<file path="src/rtl/stage2_execute_if.sv">
// Decode-to-execute and execute-to-writeback signal bundle for stage2_execute.
// The master side drives the instruction inputs. The slave side is the execute stage.
interface stage2_execute_if;
    logic [15:0] pc_in;
    logic [6:0]  op_cc_in;
    logic [15:0] rd_val_in;
    logic [15:0] op2_in;
    logic [3:0]  dest_in;
    logic        valid_in;
    logic        stall_out;
    logic [15:0] pc_out;
    logic [4:0]  op_out;
    logic [3:0]  dest_out;
    logic [15:0] result_out;
    logic [15:0] store_data_out;
    logic        valid_out;
    logic        wb_en_out;
    logic        mem_rd_out;
    logic        mem_wr_out;
    logic        z_out;
    logic        halt_out;

    modport master (
        output pc_in, op_cc_in, rd_val_in, op2_in, dest_in, valid_in,
        input  stall_out, pc_out, op_out, dest_out, result_out, store_data_out,
               valid_out, wb_en_out, mem_rd_out, mem_wr_out, z_out, halt_out
    );

    modport slave (
        input  pc_in, op_cc_in, rd_val_in, op2_in, dest_in, valid_in,
        output stall_out, pc_out, op_out, dest_out, result_out, store_data_out,
               valid_out, wb_en_out, mem_rd_out, mem_wr_out, z_out, halt_out
    );
endinterface

</file>
<file path="src/rtl/stage2_execute.sv">
// Execute stage: single-cycle ALU, shifter and memory address pass-through.
// Multi-cycle MUL is done as 4-bit shift-add steps while the stage stalls upstream.
module stage2_execute (
    input  logic            clk,
    input  logic            reset,
    stage2_execute_if.slave bus
);
    typedef enum logic [4:0] {
        OP_ADD  = 5'b00000, OP_SUB  = 5'b00001, OP_AND  = 5'b00010, OP_BIC  = 5'b00011,
        OP_EOR  = 5'b00100, OP_ORR  = 5'b00101, OP_MOV  = 5'b00110, OP_NEG  = 5'b00111,
        OP_SLT  = 5'b01000, OP_SHA  = 5'b01001, OP_MUL  = 5'b01010, OP_LDR  = 5'b01011,
        OP_STR  = 5'b01100, OP_NOP  = 5'b01101, OP_SYS  = 5'b01110, OP_ADDF = 5'b01111,
        OP_SUBF = 5'b10000, OP_MULF = 5'b10001, OP_ITOF = 5'b10010, OP_FTOI = 5'b10011,
        OP_RECF = 5'b10100
    } opcode_e;

    typedef enum logic {IDLE = 1'b0, BUSY = 1'b1} state_e;

    localparam logic [1:0] CC_S = 2'd1;

    state_e      state_q, state_d;
    logic [1:0]  count_q, count_d;
    logic [15:0] mcand_q, mcand_d, mplier_q, mplier_d, acc_q, acc_d;
    logic [15:0] mul_pc_q, mul_pc_d;
    logic [3:0]  mul_dest_q, mul_dest_d;
    logic        mul_s_q, mul_s_d;

    logic [15:0] pc_out_q, pc_out_d, result_q, result_d, store_q, store_d;
    logic [4:0]  op_out_q, op_out_d;
    logic [3:0]  dest_out_q, dest_out_d;
    logic        valid_q, valid_d, wb_q, wb_d, mrd_q, mrd_d, mwr_q, mwr_d;
    logic        z_q, z_d, halt_q, halt_d;

    opcode_e     op;
    logic [1:0]  cc;
    logic        accept;
    logic [15:0] neg_amt, sha_res, alu_res, partial, mul_res;
    logic        alu_wb, alu_rd, alu_wr;

    assign op      = opcode_e'(bus.op_cc_in[6:2]);
    assign cc      = bus.op_cc_in[1:0];
    assign accept  = bus.valid_in && (state_q == IDLE) && !halt_q;
    assign partial = mcand_q * {12'd0, mplier_q[3:0]};
    assign mul_res = acc_q + partial;

    always_comb begin
        neg_amt = ~bus.op2_in + 16'd1;
        if (!bus.op2_in[15]) begin
            sha_res = (bus.op2_in > 16'd15) ? '0 : (bus.rd_val_in << bus.op2_in[3:0]);
        end else begin
            sha_res = (neg_amt > 16'd15) ? {16{bus.rd_val_in[15]}}
                                         : $unsigned($signed(bus.rd_val_in) >>> neg_amt[3:0]);
        end
        alu_res = '0;
        alu_wb  = 1'b0;
        alu_rd  = 1'b0;
        alu_wr  = 1'b0;
        case (op)
            OP_ADD: begin alu_res = bus.rd_val_in + bus.op2_in;    alu_wb = 1'b1; end
            OP_SUB: begin alu_res = bus.rd_val_in - bus.op2_in;    alu_wb = 1'b1; end
            OP_AND: begin alu_res = bus.rd_val_in & bus.op2_in;    alu_wb = 1'b1; end
            OP_BIC: begin alu_res = bus.rd_val_in & ~bus.op2_in;   alu_wb = 1'b1; end
            OP_EOR: begin alu_res = bus.rd_val_in ^ bus.op2_in;    alu_wb = 1'b1; end
            OP_ORR: begin alu_res = bus.rd_val_in | bus.op2_in;    alu_wb = 1'b1; end
            OP_MOV: begin alu_res = bus.op2_in;                    alu_wb = 1'b1; end
            OP_NEG: begin alu_res = neg_amt;                       alu_wb = 1'b1; end
            OP_SLT: begin
                alu_res = ($signed(bus.rd_val_in) < $signed(bus.op2_in)) ? 16'd1 : 16'd0;
                alu_wb  = 1'b1;
            end
            OP_SHA: begin alu_res = sha_res;                       alu_wb = 1'b1; end
            OP_LDR: begin alu_res = bus.op2_in; alu_wb = 1'b1;     alu_rd = 1'b1; end
            OP_STR: begin alu_res = bus.op2_in;                    alu_wr = 1'b1; end
            default: ;
        endcase
    end

    always_ff @(posedge clk or negedge reset) begin
        if (!reset) begin
            state_q    <= IDLE;
            count_q    <= '0;
            mcand_q    <= '0;
            mplier_q   <= '0;
            acc_q      <= '0;
            mul_pc_q   <= '0;
            mul_dest_q <= '0;
            mul_s_q    <= 1'b0;
            pc_out_q   <= '0;
            op_out_q   <= '0;
            dest_out_q <= '0;
            result_q   <= '0;
            store_q    <= '0;
            valid_q    <= 1'b0;
            wb_q       <= 1'b0;
            mrd_q      <= 1'b0;
            mwr_q      <= 1'b0;
            z_q        <= 1'b0;
            halt_q     <= 1'b0;
        end else begin
            state_q    <= state_d;
            count_q    <= count_d;
            mcand_q    <= mcand_d;
            mplier_q   <= mplier_d;
            acc_q      <= acc_d;
            mul_pc_q   <= mul_pc_d;
            mul_dest_q <= mul_dest_d;
            mul_s_q    <= mul_s_d;
            pc_out_q   <= pc_out_d;
            op_out_q   <= op_out_d;
            dest_out_q <= dest_out_d;
            result_q   <= result_d;
            store_q    <= store_d;
            valid_q    <= valid_d;
            wb_q       <= wb_d;
            mrd_q      <= mrd_d;
            mwr_q      <= mwr_d;
            z_q        <= z_d;
            halt_q     <= halt_d;
        end
    end

    always_comb begin
        state_d = state_q;
        count_d = count_q;
        case (state_q)
            IDLE: if (accept && op == OP_MUL) begin
                state_d = BUSY;
                count_d = '0;
            end
            BUSY: begin
                count_d = count_q + 2'd1;
                if (count_q == 2'd3) state_d = IDLE;
            end
            default: state_d = IDLE;
        endcase
    end

    always_comb begin
        mcand_d    = mcand_q;
        mplier_d   = mplier_q;
        acc_d      = acc_q;
        mul_pc_d   = mul_pc_q;
        mul_dest_d = mul_dest_q;
        mul_s_d    = mul_s_q;
        pc_out_d   = '0;
        op_out_d   = '0;
        dest_out_d = '0;
        result_d   = '0;
        store_d    = '0;
        valid_d    = 1'b0;
        wb_d       = 1'b0;
        mrd_d      = 1'b0;
        mwr_d      = 1'b0;
        z_d        = z_q;
        halt_d     = halt_q;
        if (state_q == BUSY) begin
            // Multiplicand moves up one nibble while the multiplier drains its low nibble.
            mcand_d  = mcand_q << 4;
            mplier_d = mplier_q >> 4;
            acc_d    = mul_res;
            if (count_q == 2'd3) begin
                valid_d    = 1'b1;
                wb_d       = 1'b1;
                pc_out_d   = mul_pc_q;
                op_out_d   = OP_MUL;
                dest_out_d = mul_dest_q;
                result_d   = mul_res;
                if (mul_s_q) z_d = (mul_res == 16'd0);
            end
        end else if (accept) begin
            if (op == OP_MUL) begin
                mcand_d    = bus.rd_val_in;
                mplier_d   = bus.op2_in;
                acc_d      = '0;
                mul_pc_d   = bus.pc_in;
                mul_dest_d = bus.dest_in;
                mul_s_d    = (cc == CC_S);
            end else begin
                valid_d    = 1'b1;
                pc_out_d   = bus.pc_in;
                op_out_d   = op;
                dest_out_d = bus.dest_in;
                result_d   = alu_res;
                store_d    = alu_wr ? bus.rd_val_in : '0;
                wb_d       = alu_wb;
                mrd_d      = alu_rd;
                mwr_d      = alu_wr;
                if (cc == CC_S && alu_wb && op != OP_LDR) z_d = (alu_res == 16'd0);
                if (op == OP_SYS) halt_d = 1'b1;
            end
        end
    end

    assign bus.stall_out      = (state_q == BUSY);
    assign bus.pc_out         = pc_out_q;
    assign bus.op_out         = op_out_q;
    assign bus.dest_out       = dest_out_q;
    assign bus.result_out     = result_q;
    assign bus.store_data_out = store_q;
    assign bus.valid_out      = valid_q;
    assign bus.wb_en_out      = wb_q;
    assign bus.mem_rd_out     = mrd_q;
    assign bus.mem_wr_out     = mwr_q;
    assign bus.z_out          = z_q;
    assign bus.halt_out       = halt_q;
endmodule

</file>
<file path="src/flat_wrapper.sv">
// flat-port wrapper written by rule: the top's interface ports become plain ports
module stage2_execute_flat 
  (clk, reset, bus_pc_in, bus_op_cc_in, bus_rd_val_in, bus_op2_in, bus_dest_in, bus_valid_in, bus_stall_out, bus_pc_out, bus_op_out, bus_dest_out, bus_result_out, bus_store_data_out, bus_valid_out, bus_wb_en_out, bus_mem_rd_out, bus_mem_wr_out, bus_z_out, bus_halt_out);
  stage2_execute_if bus_i ();
  input  logic clk;
  input  logic reset;
  input wire logic [$bits(bus_i.pc_in)-1:0] bus_pc_in;
  input wire logic [$bits(bus_i.op_cc_in)-1:0] bus_op_cc_in;
  input wire logic [$bits(bus_i.rd_val_in)-1:0] bus_rd_val_in;
  input wire logic [$bits(bus_i.op2_in)-1:0] bus_op2_in;
  input wire logic [$bits(bus_i.dest_in)-1:0] bus_dest_in;
  input wire logic [$bits(bus_i.valid_in)-1:0] bus_valid_in;
  output wire logic [$bits(bus_i.stall_out)-1:0] bus_stall_out;
  output wire logic [$bits(bus_i.pc_out)-1:0] bus_pc_out;
  output wire logic [$bits(bus_i.op_out)-1:0] bus_op_out;
  output wire logic [$bits(bus_i.dest_out)-1:0] bus_dest_out;
  output wire logic [$bits(bus_i.result_out)-1:0] bus_result_out;
  output wire logic [$bits(bus_i.store_data_out)-1:0] bus_store_data_out;
  output wire logic [$bits(bus_i.valid_out)-1:0] bus_valid_out;
  output wire logic [$bits(bus_i.wb_en_out)-1:0] bus_wb_en_out;
  output wire logic [$bits(bus_i.mem_rd_out)-1:0] bus_mem_rd_out;
  output wire logic [$bits(bus_i.mem_wr_out)-1:0] bus_mem_wr_out;
  output wire logic [$bits(bus_i.z_out)-1:0] bus_z_out;
  output wire logic [$bits(bus_i.halt_out)-1:0] bus_halt_out;
  assign bus_i.pc_in = bus_pc_in;
  assign bus_i.op_cc_in = bus_op_cc_in;
  assign bus_i.rd_val_in = bus_rd_val_in;
  assign bus_i.op2_in = bus_op2_in;
  assign bus_i.dest_in = bus_dest_in;
  assign bus_i.valid_in = bus_valid_in;
  assign bus_stall_out = bus_i.stall_out;
  assign bus_pc_out = bus_i.pc_out;
  assign bus_op_out = bus_i.op_out;
  assign bus_dest_out = bus_i.dest_out;
  assign bus_result_out = bus_i.result_out;
  assign bus_store_data_out = bus_i.store_data_out;
  assign bus_valid_out = bus_i.valid_out;
  assign bus_wb_en_out = bus_i.wb_en_out;
  assign bus_mem_rd_out = bus_i.mem_rd_out;
  assign bus_mem_wr_out = bus_i.mem_wr_out;
  assign bus_z_out = bus_i.z_out;
  assign bus_halt_out = bus_i.halt_out;
  stage2_execute u_core (.clk(clk), .reset(reset), .bus(bus_i));
endmodule
</file>
<file path="config.mk">
export PLATFORM = sky130hd
export DESIGN_NAME = stage2_execute_flat
export DESIGN_NICKNAME = d
export VERILOG_FILES = /design/src/rtl/stage2_execute_if.sv /design/src/rtl/stage2_execute.sv /design/src/flat_wrapper.sv
export SDC_FILE = /design/constraint.sdc
export NUM_CORES = 1
export LEC_CHECK = 0
export BUFFER_PORTS_ARGS = -buffer_cell sky130_fd_sc_hd__buf_2
export CORE_ASPECT_RATIO = 0.5
export CORE_MARGIN = 2
export CORE_UTILIZATION = 30
export DETAILED_ROUTE_END_ITERATION = 12
export GPL_TIMING_DRIVEN = 1
export PLACE_DENSITY = 0.43
export SLEW_MARGIN = 20
export SYNTH_ARGS = -nofsm -noshare
export SYNTH_HDL_FRONTEND = slang
export SYNTH_SLANG_ARGS = --single-unit
</file>
<file path="constraint.sdc">
create_clock -name clk -period 8.6 [get_ports clk]
set_clock_uncertainty 0.15 [all_clocks]
set_input_delay 0.86 -clock clk [delete_from_list [all_inputs] [get_ports clk]]
set_output_delay 0.86 -clock clk [all_outputs]
set_load 0.05 [all_outputs]
</file>
==> summary.md <==
| Metric | Value |
|---|---|
| Status | `finished clean` |
| DR pass1 iterations | `5` |
| Library cells used by synthesis | `78` |
| GR Util met2 | `0.3482` |
| Worst hold path class | `in -> async` |
| Synth Instances | `1,380` |
| Critical path class | `in -> reg` |
| Final setup viols | `0` |
| Overflow after GRT | `0` |
| Fin Hold WS | `0.2829 ns` |
| Global-route wire length before repair | `69,330 um` |
| Maximum fanout along the worst path | `39` |
| Place WS | `2.745 ns` |
| Async S/R FF share, synth | `1.000` |
| Startpoint Class | `input pin` |
| Sequential fraction of the synthesis area | `0.2856` |
| Vias in the first global route | `10,760` |
| Leakage dissipation | `6.177 nW` |
| Yosys top cell area share | `0.2856` |
| Fmax | `0.1838 GHz` |
| Largest net degree at the start of global routing | `70` |
| Core Box Area | `0.03886 mm2` |
| Row count | `51` |
| Total setup buffers inserted after CTS | `0` |
| Post-DP HPWL | `34,440 um` |
| Final total power | `2.740 mW` |
| Ranking of synthesized cells by area | `dfrtp_1 (29%), ha_1 (7.3%), fa_1 (6.8%), mux4_2 (4.8%), nand2_1 (4.7%)` |
| Synthesized area per cell | `8.573 um2` |
| WP data arrival | `5.66 ns` |
| Final period util | `0.6327` |
| Fillers | `4,076` |
| Fin. max-slew vios | `0` |
| Setup TNS | `0 ns` |
| Register Area | `0.003379 mm2` |
| Gr usage total | `0.2241` |
| ANT nets after route | `0` |
| Iteration-0 DRC Markers | `839` |
| Routed vias/inst | `5.351` |
| Period minus WS final | `5.442 ns` |
| Max_slew headroom | `0.2794` |
| Final Non-Filler Cells | `1,983` |
| CTS sink cnt | `135` |
| P per Cell Area | `203.7 mW/mm2` |
| Mapped cell area | `0.01183 mm2` |
| RSZ-0062 raised after global routing | `no` |
| TritonCTS buffer count | `17` |
| Max-Cap Viols | `0` |
| Mean routed wirelength per cell | `22.86 um` |
| Least-Margin Pin Slew | `1.073 ns` |
| Die W | `284.8 um` |
| Area leader, netlist | `dfrtp_1` |
| Number of synthesized flops with an enable pin | `0` |
| Synth-to-layout area growth | `13.69%` |
| Clock latency on the worst-skew pair | `0.43 ns` |
| GR Layer Usage met1 | `0.3265` |
| Root Buffer | `clkbuf_16` |
| Initial antenna violation count | `0` |
| Nets@finish | `1,610` |
| Max clock buf depth | `2` |
| Ys flop type | `dfrtp_1` |
| Critical Path RT | `8.82 ns` |
| Footprint of the multi-input gates | `0.007671 mm2` |
| Routed Wire Length | `45,320 um` |
| Fraction of layout cells with a size suffix above 1 | `0.1680` |
| Layer with the highest usage | `met2` |
| Die ar. | `0.04113 mm2` |
| Final hold vios | `0` |
| Fin util | `0.3461` |
| Global routing usage on met3 | `0.03139` |
| Peak supply drop | `0.1675 mV` |
| Worst-path clk slew | `0.07 ns` |
| Placed Cells | `1,950` |
| Initial Utilization | `0.3044` |
| Crit end category | `flop` |
| Post-synthesis register bit count | `135` |
| Port Buf Inserts | `125` |
| H-tree levels | `4` |
| Warnings from Yosys | `0` |
| Die Y | `144.4 um` |
| # IOs | `126` |
| Resized cells post-CTS | `0` |
| DP Area | `0.01289 mm2` |
| Syn nets | `1,551` |
| DRC | `0` |
| Final Cell Area | `0.01345 mm2` |
| CTS tree | `done` |
| Final worst slack | `3.158 ns` |
| Gpl congestion | `0.9379` |
| Via count | `10,610` |
| CTS Hold Bufs | `0` |
state kept, by name, indices dropped and copies added (netlist names), 2 cells and up:
register and cells:
u_core.bus.pc_out 16, u_core.bus.store_data_out 16, u_core.mul_dest_q 4, u_core.mcand_q 16, u_core.count_q 2, u_core.mul_pc_q 16, u_core.mplier_q 16, u_core.bus.op_out 5
u_core.bus.dest_out 4, u_core.bus.result_out 16, u_core.acc_q 16
Yosys cell counts, types with 9 or more instances:
| master | instances |
|---|---|
| nor2_1 | 105 |
| o22ai_1 | 12 |
| fa_1 | 40 |
| mux4_2 | 25 |
| a22o_1 | 23 |
| o21ai_0 | 79 |
| nand3_1 | 29 |
| nor3_1 | 32 |
| clkbuf_1 | 81 |
| a21oi_1 | 95 |
| nand2b_1 | 9 |
| o211ai_1 | 18 |
| dfrtp_1 | 135 |
| ha_1 | 69 |
| buf_1 | 10 |
| o31ai_1 | 10 |
| xnor2_1 | 31 |
| xor2_1 | 18 |
| mux2i_1 | 21 |
| inv_1 | 114 |
| and2_1 | 70 |
| a31oi_1 | 17 |
| nor2b_1 | 9 |
| nand2_1 | 149 |
| a211oi_1 | 16 |
| mux2_2 | 23 |
| or3_1 | 11 |
| nor4_1 | 9 |
layout by cell type, fill, tap and decap left out, drive strengths merged, types with 7 or more instances in the layout:
cell type / synthesis / routed
or3: 11 / 11
mux4: 25 / 25
a32oi: 7 / 7
ha: 69 / 69
mux2: 23 / 23
nand2: 149 / 149
nand2b: 9 / 9
o21ai: 79 / 79
o221ai: 8 / 8
nor3: 32 / 32
nor2: 105 / 105
buf: 18 / 139
nor2b: 9 / 9
a31oi: 17 / 17
dfrtp: 135 / 135
o211ai: 19 / 19
nand3: 29 / 29
inv: 115 / 124
a211oi: 16 / 16
xnor2: 31 / 31
nor4: 12 / 12
o22ai: 12 / 12
fa: 40 / 40
o31ai: 12 / 12
mux2i: 21 / 21
xor2: 18 / 18
and2: 70 / 70
a21oi: 95 / 95
and3: 7 / 7
a22o: 23 / 23
nor3b: 7 / 7
a21o: 7 / 7
clkbuf: 81 / 17
logic make-up (layout without fill, tap and decap cells):
group / count (synthesis) / in the layout / share of synthesized area
xor gates and xnor gates: 49 / 49 / 0.03628
adders and majority gates: 109 / 109 / 0.1407
and+or+nand+nor: 467 / 467 / 0.1958
other: 0 / 1 / 0
buffers and inverters: 215 / 287 / 0.06959
muxes: 69 / 69 / 0.08726
DFF: 135 / 135 / 0.2856
AOI/OAI and AO/OA: 336 / 336 / 0.1849
cell type report:
class                      instances  share of cell area
antenna                            1           0.0001861
clock buffer                      17             0.03163
clock inverter                    15             0.01005
inverter                         116             0.03238
multi-input combinational       1030              0.5704
sequential                       135              0.2513
tap                              530             0.04931
timing repair buffer             139             0.05480
worst max-delay path, stage by stage:
cell and delay, ns:
buf_2 0.10, buf_4 0.30, inv_1 0.27, ha_1 0.30
nor3b_1 0.71, nand3_1 0.27, o31ai_2 0.45, o211ai_2 0.19
nor3b_4 0.39, a21boi_2 0.20, a31oi_1 0.39, o211ai_1 0.39
nor4_1 0.43, and4_1 0.26, a31o_1 0.14
per-layer routing:
metal	part of all wire	up-vias
met4	0.015	0
li1	-	4931
met1	0.49	5333
met5	0	-
met3	0.053	46
met2	0.44	302
power breakdown:
group	total [mW]	leakage, nW	internal [mW]	switching [mW]
combinational	1.09	4.09	0.359	0.734
sequential	0.932	1.82	0.783	0.149
clock	0.715	0.270	0.381	0.333
final timing paths:
path | start | endpoint | slack [ns] | depth (start not counted)
setup / recovery | bus_op2_in[0] | u_core.bus.z_out | 3.16 | 15
hold / removal | reset | u_core.bus.pc_out[12] | 0.28 | 1
setup reg to reg | u_core.mplier_q[1] | u_core.bus.z_out | 3.55 | 16
hold reg to reg | u_core.mplier_q[10] | u_core.mplier_q[6] | 0.33 | 2
max in group asynchronous | reset | u_core.bus.stall_out | 6.60 | 2
min in group clk | u_core.mplier_q[10] | u_core.mplier_q[6] | 0.33 | 2
Note: power is estimated with default switching activity, not from simulation.
